File: config.mk
export PLATFORM = sky130hd
export DESIGN_NAME = popcount_frame_accumulator
export DESIGN_NICKNAME = d
export VERILOG_FILES = /design/src/rtl/popcount_frame_accumulator.sv
export SDC_FILE = /design/constraint.sdc
export NUM_CORES = 1
export LEC_CHECK = 0
export CORE_MARGIN = 8
export CORE_UTILIZATION = 35
export CTS_BUF_LIST = sky130_fd_sc_hd__clkbuf_8
export DETAILED_ROUTE_END_ITERATION = 6
export HOLD_SLACK_MARGIN = 0.12
export SLEW_MARGIN = 20
export SYNTH_ARGS = -nofsm -noshare
export SYNTH_HDL_FRONTEND = slang
export SYNTH_SLANG_ARGS = --single-unit
export TNS_END_PERCENT = 100
File: constraint.sdc
create_clock -name clk -period 2.3 [get_ports clk]
set_input_delay 0.69 -clock clk [delete_from_list [all_inputs] [get_ports clk]]
set_output_delay 0.69 -clock clk [all_outputs]
set_load 0.005 [all_outputs]
File: src/rtl/popcount_frame_accumulator.sv
// Sums per-word Hamming-weight counts over a frame (closed by in_last or FRAME_LEN beats)
// and presents the total, beat count and status flags on a valid/ready result port.
module popcount_frame_accumulator #(
    parameter int BITS      = 4,
    parameter int FRAME_LEN = 16,
    parameter int THRESH    = 32,
    localparam int CW = $clog2(BITS) + 1,
    localparam int NW = $clog2(FRAME_LEN + 1),
    localparam int SW = $clog2(BITS * FRAME_LEN + 1)
) (
    input  logic          clk,
    input  logic          rst_n,
    input  logic          in_valid,
    output logic          in_ready,
    input  logic [CW-1:0] in_count,
    input  logic          in_last,
    output logic          out_valid,
    input  logic          out_ready,
    output logic [SW-1:0] out_total,
    output logic [NW-1:0] out_words,
    output logic          out_over,
    output logic          out_trunc,
    output logic          out_clamp
);

    typedef enum logic {ACCUM, HOLD} state_t;

    state_t        state;
    logic [SW-1:0] acc;
    logic [NW-1:0] nbeat;
    logic          clamp_seen;

    logic          beat_clamp;
    logic [SW-1:0] beat_val;
    logic [SW-1:0] acc_next;
    logic [NW-1:0] nbeat_next;
    logic          frame_close;
    logic          over_next;

    assign in_ready = (state == ACCUM);

    // Counts above BITS are impossible from a healthy upstream; saturate and flag them.
    assign beat_clamp  = (in_count > CW'(BITS));
    assign beat_val    = beat_clamp ? SW'(BITS) : SW'(in_count);
    assign acc_next    = acc + beat_val;
    assign nbeat_next  = nbeat + NW'(1);
    assign frame_close = in_last || (nbeat_next == NW'(FRAME_LEN));
    assign over_next   = ($unsigned(32'(acc_next)) >= $unsigned(32'(THRESH)));

    always_ff @(posedge clk or negedge rst_n) begin
        if (!rst_n) begin
            state      <= ACCUM;
            acc        <= '0;
            nbeat      <= '0;
            clamp_seen <= 1'b0;
            out_valid  <= 1'b0;
            out_total  <= '0;
            out_words  <= '0;
            out_over   <= 1'b0;
            out_trunc  <= 1'b0;
            out_clamp  <= 1'b0;
        end else begin
            case (state)
                ACCUM: begin
                    if (in_valid) begin
                        acc        <= acc_next;
                        nbeat      <= nbeat_next;
                        clamp_seen <= clamp_seen | beat_clamp;
                        if (frame_close) begin
                            out_total <= acc_next;
                            out_words <= nbeat_next;
                            out_over  <= over_next;
                            out_trunc <= !in_last;
                            out_clamp <= clamp_seen | beat_clamp;
                            out_valid <= 1'b1;
                            state     <= HOLD;
                        end
                    end
                end
                HOLD: begin
                    // Result registers are left as-is; only the running frame state is cleared.
                    if (out_ready) begin
                        acc        <= '0;
                        nbeat      <= '0;
                        clamp_seen <= 1'b0;
                        out_valid  <= 1'b0;
                        state      <= ACCUM;
                    end
                end
                default: state <= ACCUM;
            endcase
        end
    end

endmodule

; Word level (Yosys, flattened, before mapping)
; Index checks and enable logic that the tools add are counted.
[op_classes]
n_shift = 0
order_cmp = 2
n_addsub = 2
eq_ne = 4
muxes = 17
n_reduce_logical = 5
multipliers = 0
bitwise_logic = 2
div_mod_pow = 0
[op_table]
columns = op, n
row1 = 2-to-1 mux 7 bit, 2
row2 = case mux 7 bit (2 select lines), 1
row3 = 2-to-1 mux 5 bit, 2
row4 = case mux 5 bit (2 select lines), 1
row5 = adder 7 x 3 -> 7 bit, 1
row6 = ">= comparator 7 x 6 -> 1 bit, second input constant", 1
row7 = 2-to-1 mux 1 bit, 7
row8 = case mux 1 bit (2 select lines), 3
row9 = AND reduction 3 bit, 2
row10 = "adder 5 x 1 -> 5 bit, second input constant", 1
row11 = "== test 5 bit, second input constant", 1
row12 = "!= test 2 bit, second input constant", 2
row13 = "greater-than comparator 3 bit, second input constant", 1
row14 = 2-to-1 mux 3 bit, 1
row15 = "!= test 2 x 1 -> 1 bit, second input constant", 1
row16 = AND reduction 2 bit, 1
row17 = zero test 1 bit, 1
row18 = logical OR 1 bit, 1
row19 = NOT 1 bit, 1
row20 = bitwise OR 1 bit, 1
[word_totals]
out_inout_bits = 17
mem_bits_rw = 0
latchBits = 0
mem_bits_ro = 0
n_memories = 0
regBits = 30

; Logic depth before layout (Yosys ltp)
[logic_depth]
depth_word = 6
mapped_depth = 8
mapped_depth_nobuf = 7

; Worst setup path after synthesis
; No wires, ideal clock.
[synth_path]
path_kind = input -> register
startpoint = input in_count[0]
endpoint = register out_over
path_stages = 7
required_time_ns = 2.159
arrival_ns = 2.024
setup_ns = 0.141
setup_slack_ns = 0.135
path_buffers = 0
path_cell_list = nor2b_1 -> ha_1 -> fa_1 -> a21o_1 -> nand4_1 -> xor2_1 -> a41oi_1
[synth_via]
elab_chain_len = 4
[synth_rtl]
columns = element, line
row1 = start: declaration, 15  ; input logic [CW-1:0] in_count,
row2 = greater-than comparator 3 bit, 43  ; assign beat_clamp = (in_count > CW'(BITS));
row3 = 2-to-1 mux 3 bit (*), 44  ; assign beat_val = beat_clamp ? SW'(BITS) : SW'(in_count);
row4 = adder 7 x 3 -> 7 bit (*), 45  ; assign acc_next = acc + beat_val;
row5 = >= comparator 7 x 6 -> 1 bit (*), 48  ; assign over_next = ($unsigned(32'(acc_next)) >= $unsigned(32'(THRESH)));
row6 = end signal: assignment, 72  ; out_over <= over_next;
row7 = end: declaration, 21  ; output logic out_over,
; Mark *: on every way between the ends. The rest lies on a longest branch, timed or not.
; A chain may end at the register's enable or synchronous reset.

; Worst setup path in the final report
[layout_path]
startpoint = input in_count[1]
endpoint = register out_over
; Same word-level chain as after synthesis.

==> flow_summary.json <==
{
  "start_util_pct": 36.23,
  "final_util_pct": 47.74,
  "synthAdderAreaFrac_pct": 5.272,
  "avgSynthCellArea_um2": 11.03,
  "critPathMaxStageDelay_ns": 0.48,
  "dp_slack_ns": -0.4385,
  "path_class": "primary input to flop",
  "grt_pass1_wl_mm": 5.947,
  "dpl.cell_count": 229,
  "yosysUniqueCellTypes": 34,
  "hold_path_depth": 2,
  "netlist_area_mm2": 0.001567,
  "finClkSkew_ns": 0.005975,
  "final_cells": 237,
  "r2r-end": "out_clamp",
  "critPathCaptureType": "flop",
  "outcome": "finished clean",
  "finalWirelength_mm": 3.370,
  "finalPower_mw": 2.069,
  "htree_levels": 2,
  "relSlewSlack_pct": 69.88,
  "port_buffers": 24,
  "r2r-start": "nbeat[0]",
  "worst_path_max_delay_cell": "clkdlybuf4s50_1",
  "antenna_found_initial": 0,
  "dpl_cell_area_mm2": 0.001947,
  "grt_max_degree": 31,
  "cts_buffers": 5,
  "grt_pass1_vias": 1311,
  "syn-num-nets": 156,
  "design_area_mm2": 0.002064,
  "r2r_slack_ns": 0.30,
  "cts_sinks": 30,
  "setup_viol": 0,
  "pwr_density_cell_mw_per_mm2": 1002,
  "grt.total_usage_pct": 10.43,
  "r2r_cells": 5,
  "drtIter0Drc": 55,
  "finalMaxSlewViolations": 0,
  "gp_congestion": 0.8585,
  "muxShareOfSynthArea_pct": 9.984,
  "worstHoldStart": "out_valid",
  "hold_slack_ns": 0.4707,
  "cts_setup_buffers": 0,
  "ys_top_cells_by_area": "dfrtp_1 48%, mux2i_1 4.5%, o21ai_0 4.5%",
  "path_clk_slew_ns": 0.07,
  "drt_first_pass_iters": 4,
  "hold_violations": 0,
  "drc": 0,
  "fin_crit_sh_pct": 96.68,
  "startpoint_type": "primary input",
  "antenna_left": 0,
  "wl_per_cell_um": 14.22,
  "dp_hpwl_mm": 2.478,
  "synth_seq_cells": 30,
  "synth_flop_cell": "dfrtp_1",
  "worst_pin_slew_ns": 0.4518,
  "clk_latency_ns": 0.28,
  "dieWidth_um": 82.90,
  "overflow": 0,
  "p_leak_nw": 0.9594,
  "routed_via_density": 5.030,
  "synth_top_family_by_area": "compound AO/OA/AOI/OAI gates",
  "netlist_instances": 142,
  "synth_top_area_cell": "dfrtp_1",
  "finalWorstSetupSlack_ns": 0.07647,
  "num_rows": 24,
  "drive_above_1_share_pct": 22.16,
  "maxCapViolations": 0,
  "syn2layout_area_growth_pct": 31.79,
  "die_height_um": 82.90,
  "dieArea_mm2": 0.006872,
  "antenna_cells": 0,
  "yosysSeqAreaShare_pct": 47.92,
  "ys_warn_count": 0,
  "cp_num_buf_inv": 1,
  "setup_tns_ns": 0,
  "cts_tree": "built",
  "core_mm2": 0.004324,
  "worstHoldEndpoint": "out_valid",
  "critPathTopFamily": "compound AO/OA/AOI/OAI gates",
  "nNetsFinal": 198,
  "synth.top_cell.area_share_pct": 47.92,
  "clockBufferDepth": 2,
  "vias": 1192,
  "synth-edff-count": 0,
  "required_ns": 2.44,
  "ys_async_sr_fraction_pct": 100.0,
  "rsz0062_at_grt": "false",
  "cp.arrival_ns": 2.37,
  "synth-compound-area-share_pct": 17.01,
  "hold_path_class": "flop to flop",
  "max_freq_ghz": 0.4497,
  "synth_xor_area_share_pct": 5.591,
  "yosys.area_share.simple_pct": 8.466,
  "critPathMaxFanout": 3,
  "cts_root_buf": "clkbuf_8",
  "crit_path_cell_trace": "clkdlybuf4s50_1 -> nor2b_4 -> ha_1 -> a211o_1 -> o2111ai_2 -> xor2_2 -> a41oi_1",
  "peakVddDrop_mv": 0.4893,
  "io_pins": 25,
  "fin_crit_ns": 2.224
}
[cells by family after synthesis]
kind of cell             after synthesis
AND/OR/NAND/NOR                       27
adder cells (fa/ha/maj)                6
buffers and inverters                 16
XOR/XNOR                              10
AO/OA/AOI/OAI                         39
multiplexers                          14
flip-flops                            30
[cell usage after synthesis, drive strengths merged, types with 4 or more instances]
cell    n
ha      5
mux2    7
o21ai  14
xnor2   5
xor2    5
a21oi   6
dfrtp  30
mux2i   7
inv    10
buf     4
nand2  16
[cell type report]
cell class / count / area [um^2]
Multi-Input combinational cell: 96 / 754.5
Clock buffer: 6 / 82.58
Fill cell: 415 / 2260
Clock inverter: 2 / 8.758
Tap cell: 52 / 65.06
Sequential cell: 30 / 750.7
Timing Repair Buffer: 41 / 365.4
Inverter: 10 / 37.54
[per-layer routing]
layer / part of all wire (%) / global-route usage (%) / routed length [um]
met5: 0 / 0 / 0
met3: 2.8 / 3.320 / 93
met2: 50 / 17.40 / 1699
met1: 44 / 11.55 / 1483
met4: 2.8 / 5.431 / 93
[cells in the final DEF, fill, tap and decap left out, types with 5 or more instances in the layout]
cell type | Yosys | routed
xnor2_1 | 5 | 5
clkbuf_8 | 0 | 6
buf_4 | 0 | 17
inv_1 | 10 | 11
clkdlybuf4s50_1 | 0 | 22
mux2i_1 | 7 | 7
dfrtp_1 | 30 | 30
mux2_2 | 5 | 5
o21ai_0 | 14 | 14
nand2_1 | 16 | 16
a21oi_1 | 6 | 6
[repair_timing]
action,in CTS,in global routing
endpoints found under the hold margin,0,0
pin swaps,6,1
endpoints found under the setup margin,7,2
hold buffers,0,0
gates resized for setup,8,1
[worst register-to-register path: stages, from the launching register on]
cell and delay (ns):
dfrtp_1 0.45, ha_1 0.32, o32ai_2 0.47, a31oi_4 0.15
buf_4 0.20, mux2_4 0.30
[worst max-delay path by stage]
stage | end | cells past startpoint | from
after detailed placement | out_over | 8 | in_count[2]
after global routing | out_over | 7 | in_count[1]
after floorplan | out_over | 7 | in_count[0]
after CTS | out_over | 7 | in_count[1]
final | out_over | 7 | in_count[1]
after global placement | out_over | 8 | in_count[2]
[power breakdown]
group | switching [mW] | total [mW] | internal, mW
Combinational | 0.313 | 0.787 | 0.474
Clock | 0.199 | 0.436 | 0.237
Sequential | 0.148 | 0.845 | 0.698
[registers in the layout, indices dropped and copies added (netlist names)]
register and cells:
out_words 5, clamp_seen 1, out_over 1, acc 7, nbeat 5, state 1
out_total 7, out_valid 1, out_clamp 1, out_trunc 1
(Power assumes the default switching activity.)
